### src/rtl/kmer_match_fsm.sv
// Streaming K-mer matcher: scans 2-bit bases for a programmable pattern and reports overlapping hits.
// Optional don't-care mask per base is enabled by defining KMER_MASK_EN.
module kmer_match_fsm #(
  parameter int K     = 8,
  parameter int CNT_W = 16
) (
  input  logic             clk,
  input  logic             reset,
  input  logic [2*K-1:0]   cfg_pattern,
`ifdef KMER_MASK_EN
  input  logic [K-1:0]     cfg_mask,
`endif
  input  logic             cfg_load,
  input  logic             cfg_stop,
  input  logic             in_valid,
  input  logic [1:0]       in_base,
  output logic             in_ready,
  output logic             match_valid,
  input  logic             match_ready,
  output logic [CNT_W-1:0] match_pos,
  output logic [CNT_W-1:0] match_count,
  output logic [1:0]       state_out
);

  localparam int FW = $clog2(K + 1);

  typedef enum logic [1:0] {
    IDLE  = 2'b01,
    SCAN  = 2'b10,
    MATCH = 2'b11
  } state_t;

  state_t             state;
  logic [2*K-1:0]     pattern_q;
  logic [2*K-1:0]     history;
  logic [FW-1:0]      fill;
  logic [CNT_W-1:0]   pos_cnt;
  logic [2*K-1:0]     window;
  logic [2*K-1:0]     care;
  logic               hit;

`ifdef KMER_MASK_EN
  logic [K-1:0]       mask_q;

  // Each mask bit blanks out both bits of its base in the comparison.
  always_comb begin
    care = '1;
    for (int i = 0; i < K; i++) begin
      care[2*i +: 2] = {2{~mask_q[i]}};
    end
  end
`else
  assign care = '1;
`endif

  assign window = {history[2*K-3:0], in_base};
  assign hit    = (fill >= FW'(K - 1)) && (((window ^ pattern_q) & care) == '0);

  assign state_out   = state;
  assign in_ready    = (state == SCAN);
  assign match_valid = (state == MATCH);

  // Main sequencer; cfg_stop takes priority over every other transition.
  always_ff @(posedge clk or posedge reset) begin
    if (reset) begin
      state       <= IDLE;
      pattern_q   <= '0;
`ifdef KMER_MASK_EN
      mask_q      <= '0;
`endif
      history     <= '0;
      fill        <= '0;
      pos_cnt     <= '0;
      match_pos   <= '0;
      match_count <= '0;
    end else begin
      case (state)
        IDLE: begin
          if (cfg_stop) begin
            state <= IDLE;
          end else if (cfg_load) begin
            pattern_q   <= cfg_pattern;
`ifdef KMER_MASK_EN
            mask_q      <= cfg_mask;
`endif
            history     <= '0;
            fill        <= '0;
            pos_cnt     <= '0;
            match_count <= '0;
            state       <= SCAN;
          end
        end
        SCAN: begin
          if (cfg_stop) begin
            state <= IDLE;
          end else if (in_valid) begin
            history <= window;
            pos_cnt <= pos_cnt + CNT_W'(1);
            if (fill != FW'(K)) begin
              fill <= fill + FW'(1);
            end
            if (hit) begin
              match_pos <= pos_cnt;
              if (match_count != '1) begin
                match_count <= match_count + CNT_W'(1);
              end
              state <= MATCH;
            end
          end
        end
        MATCH: begin
          if (cfg_stop) begin
            state <= IDLE;
          end else if (match_ready) begin
            state <= SCAN;
          end
        end
        default: state <= IDLE;
      endcase
    end
  end

endmodule

### config.mk
export PLATFORM = sky130hd
export DESIGN_NAME = kmer_match_fsm
export DESIGN_NICKNAME = d
export VERILOG_FILES = /design/src/rtl/kmer_match_fsm.sv
export SDC_FILE = /design/constraint.sdc
export NUM_CORES = 1
export LEC_CHECK = 0
export CAP_MARGIN = 25
export CORE_UTILIZATION = 58
export CTS_CLUSTER_DIAMETER = 100
export DETAILED_ROUTE_END_ITERATION = 12
export GPL_ROUTABILITY_DRIVEN = 0
export PLACE_DENSITY = 0.84
export SLEW_MARGIN = 20
export SYNTH_ARGS = -nofsm -noshare
export SYNTH_HDL_FRONTEND = slang
export SYNTH_SLANG_ARGS = --single-unit
### constraint.sdc
create_clock -name clk -period 8.66 [get_ports clk]
set_clock_uncertainty 0.2 [all_clocks]
set_input_delay 1.299 -clock clk [delete_from_list [all_inputs] [get_ports clk]]
set_output_delay 1.299 -clock clk [all_outputs]
set_load 0.03 [all_outputs]
# == Word level (Yosys, flattened, before mapping) ==
# Cells that the tools add are included.
# word_totals
regBits,84
input_bits,24
# classes
add_sub_neg,3
n_lt_le_gt_ge,1
n_eq_ne,16
muxes,27
bitwise,2
n_reduce_logical,9
# op_table
cell,n
16-bit two-way mux,8
16-bit case mux with 2 select lines,2
"16-bit by 1-bit adder with 16-bit output, second input constant",2
14-bit two-way mux,2
14-bit case mux with 2 select lines,1
4-bit two-way mux,5
16-bit logical NOT,1
"16-bit != test, second input constant",1
16-bit XOR,1
2-bit two-way mux,7
"2-bit != test, second input constant",4
4-bit case mux with 2 select lines,1
4-bit AND reduction,2
7-bit AND reduction,1
"2-bit by 1-bit != test with 1-bit output, second input constant",3
"3-bit by 2-bit != test with 1-bit output, second input constant",2
"3-bit != test, second input constant",2
2-bit case mux with 3 select lines,1
6-bit AND reduction,1
5-bit AND reduction,1
"4-bit by 1-bit adder with 4-bit output, second input constant",1
"2-bit == test, second input constant",2
"4-bit by 3-bit >= comparator with 1-bit output, second input constant",1
"4-bit != test, second input constant",1
other kinds (5),5

# == Logic depth before layout (Yosys ltp) ==
# depth
word_depth,7
mapped_depth,9
ltp_nobuf,8

# == Least setup slack after synthesis ==
# Ideal clock, no wire load.
# synth_path
path_kind,input -> register
from,input in_base[1]
to,register match_pos[0]
arrival_ps,2966
t_required_ps,8335
setup_slack_ps,5369
cell_stages,7
cell_sequence,xnor2_1 -> nand2_1 -> or4_4 -> nand2b_1 -> nor3_4 -> buf_6 -> mux2_2
# synth_between
elab_chain_len,4
# synth_rtl
item,line,rtl
start: declaration,16,"input logic [1:0] in_base,"
16-bit XOR,57,assign hit = (fill >= FW'(K - 1)) && (((window ^ pattern_q) & care) == '0);
16-bit logical NOT,57,
1-bit logical AND,57,
4-bit AND reduction (no source line),-,
end signal: assignment,103,match_pos <= pos_cnt;
end: declaration,20,"output logic [CNT_W-1:0] match_pos,"
# Every way passes these cells.
# A chain may end at the register's enable or synchronous reset.

# == Worst setup path in the final report ==
# layout_path
from,input cfg_stop
to,register match_count[12]
# layout_between
elab_chain_len,2
word_cells_on_any_way,3
cone_classes,2 x eq/ne; 1 x reduce/logical
# layout_rtl
item,line,rtl
start: declaration,14,"input logic cfg_stop,"
2-bit != test (no source line),-,
7-bit AND reduction (no source line) (*),-,
end signal: assignment,105,match_count <= match_count + CNT_W'(1);
end: declaration,21,"output logic [CNT_W-1:0] match_count,"
# Every way passes the cells marked *; elsewhere a longest branch is shown, timed or not.

==> results.yml <==
sta:
  timing.final.max_slew_violations: 0
  clock.fmax_mhz: 259
  unrepaired_setup_endpoints_after_global_routing: "false"
  fin_crit_ns: 3.86
  timing_worst_slew_pin_value_ns: 0.805
  setup_viol_count_final: 0
  finalHoldViolations: 0
  final_cycle_utilization_of_the_critical_path_pct: 44.5
  setup-tns-final_ns: 0
  worst_slew_margin_relative_to_its_limit_pct: 45.9
yosys:
  yosys_warnings: 0
  netlist_area_sq_mm: 0.00408
  syn_area_per_cell_sq_um: 10.3
  synth.area.top_cells: "dfrtp_1 51%, mux2_2 9.1%, nand2_1 4.8%, nand3_1 3.6%, xor2_1 3.0%"
  seq_area_frac_synth_pct: 51.5
  synth.net_count: 427
  synthFlopType: "dfrtp_1"
  synth-edff-count: 0
  postSynthCellCount: 395
  proportion_of_synthesized_flip_flops_having_asynchronous_set_or_reset_pct: 100
  synth_area_leader_cell: "dfrtp_1"
  ys_types: 43
  synth_top_area_share_pct: 50.9
  netlist_top_cells_count: "83 x dfrtp_1, 52 x nand2_1, 33 x mux2_2, 29 x nand3_1, 24 x o21ai_0"
  synthMostInstantiatedCell: "dfrtp_1"
  ys_ff_latch: 84
cells_and_area:
  final_layout_size_suffix_gt1_share_pct: 13.7
  total_area_of_multi_input_combinational_cells_sq_mm: 0.00186
  antenna-diode-count: 0
  sequential_cell_area_sq_mm: 0.00210
  filler_cell_count: 493
  syn2layout_area_growth_pct: 20.9
  final_net_count: 486
  finish.cell_count_without_fillers: 555
clock_tree:
  cts_sinks: 84
  cts_repair_resize_count: 0
  tritoncts: "done"
  path_clk_slew_ns: 0.09
  cts_max_path_buffers: 2
  source_to_sink_clock_delay_at_the_later_pin_of_the_worst_skew_pair_ns: 0.36
  number_of_buffers_created_by_cts: 9
  cts_hold_buffers: 0
  maximum_level_of_the_cts_h_tree: 3
  root_buffer_master: "clkbuf_8"
  post_cts_buffers: 0
worst_setup_path:
  critical-path-slowest-cell: "nor2_1"
  worst-endpoint-required_ns: 8.68
  timing.critical_path.fanout_max: 22
  arrival_ns: 3.88
  cell_family_with_the_largest_share_of_critical_path_delay: "compound AO/OA/AOI/OAI gates"
  max_stage_delay_ns: 0.63
  timing.critical_path.buf_inv: 2
  worstPathCellList: "clkdlybuf4s50_1 > nor2b_1 > o221ai_1 > buf_4 > nor2_1 > a41oi_2 > o21ai_0 > o31ai_1"
  crit_path_start_kind: "input pin"
  setup.worst_path.end_class: "register"
  criticalPathCategory: "in -> reg"
job:
  drv_cap: 0
grt:
  grt_pass1_vias: 3150
  globalRoute.totalOverflow: 0
  pin_count_of_the_biggest_net_entering_global_routing: 85
  grt_first_pass_wirelength_mm: 14.4
  number_of_antenna_violations_at_the_first_check_in_global_routing: 0
  global_route.usage.total_pct: 24.8
detailed_routing:
  drt.antenna.violating_nets: 0
  post_route_wl_mm: 8.38
  vias: 3185
  drc: 0
  number_of_drc_violations_after_detailed_routing_iteration_0: 169
  viasPerCell: 5.74
  drt-wirelength-per-cell_um: 15.1
  drt_pass1_iterations: 4
die:
  die-height_um: 85.9
  coreArea_sq_mm: 0.00679
  fp.dieW_um: 85.9
  die_area_sq_mm: 0.00738
  floorplan.initialDensity_pct: 60.1
  num_rows: 30
  num_io_pins: 60
worst_hold_path:
  holdCritPathClass: "reg -> reg"
outcome:
  run_status: "completed"
power_and_ir_drop:
  ir_drop_uv: 153
  p_total_mw: 1.09
  power.density_mw_per_mm2: 220
  power.leakage_nw: 2.20
placed_design:
  dpl.cell_count: 539
  place_hpwl_mm: 5.59
  io_buffer_count: 59
-- power breakdown --
part	internal, mW	switching, mW	total, mW
clock	0.106	0.149	0.254
combinational	0.134	0.213	0.347
sequential	0.443	0.0418	0.485
total	0.683	0.403	1.09
-- worst register-to-register path, delay by kind of cell, from the launching register on --
kind	cells	cell delay (ns)
DFF	1	0.59
adders and majority gates	1	0.21
buffers and inverters	3	0.67
and+or+nand+nor	1	0.63
AOI/OAI and AO/OA	4	1.02
-- state kept, by name, indices dropped and copies added (netlist names) --
name	flops
state_out	2
match_count	16
history	14
fill	4
pos_cnt	16
match_pos	16
pattern_q	16
-- worst paths after layout --
kind                       slack [ns]         start  cells after the start               to
hold reg to reg                  0.30   history[12]                      2      history[12]
min in group asynchronous        1.28         reset                      3    match_pos[15]
hold / removal                   0.30   history[12]                      2      history[12]
setup reg to reg                 5.20  state_out[0]                      9  match_count[12]
setup / recovery                 4.80      cfg_stop                      8  match_count[12]
max in group asynchronous        6.49         reset                      3          fill[3]
-- cell usage in the layout, fill, tap and decap left out, types with 4 or more instances in the layout --
cell,n
clkbuf_8,9
nor2_1,17
xnor2_1,10
o21ai_0,24
nor3_1,5
ha_1,8
nand3_1,29
a21oi_1,15
or3_1,10
clkdlybuf4s50_1,59
dfrtp_1,83
o31ai_1,6
xor2_1,14
and3_1,4
nand4_1,11
nand2_1,52
inv_1,14
and2_1,6
mux2_2,33
-- kinds of logic (layout without fill, tap and decap cells) --
group                      after synthesis  count (layout)  synth area share, %
adders and majority gates                8               8                 2.45
and+or+nand+nor                        153             153                 19.0
buffers and inverters                   29              93                 3.03
xor gates and xnor gates                24              24                 5.15
DFF                                     84              84                 51.5
AOI/OAI and AO/OA                       63              63                 9.47
muxes                                   34              34                 9.35
-- final cells by class --
| type | count | share of cell area [%] |
|---|---|---|
| Clock inverter | 7 | 1.04 |
| Multi-Input combinational cell | 282 | 37.7 |
| Clock buffer | 9 | 2.51 |
| Inverter | 15 | 1.17 |
| Tap cell | 96 | 2.43 |
| Timing Repair Buffer | 62 | 12.5 |
| Sequential cell | 84 | 42.6 |
-- through the flow --
step | setup slack (ns) | hold WS [ns] | utilization (%) | area, sq um
after floorplan | 5.00 | 0.259 | - | 4080
after global placement | 4.52 | 0.271 | 69.9 | 4750
after detailed placement | 4.44 | 0.291 | 69.9 | 4750
after CTS | 4.71 | 0.311 | 72.5 | 4920
after global routing | 4.54 | 0.325 | 72.7 | 4940
final | 4.80 | 0.304 | 72.7 | 4940
-- routing by layer --
metal	track usage (%)	vias up	routed length, um
met5	0	-	0
met3	3.85	17	290
li1	-	1518	-
met4	11.1	0	165
met1	33.2	1562	3680
met2	40.2	88	4240
(Power assumes the default switching activity.)
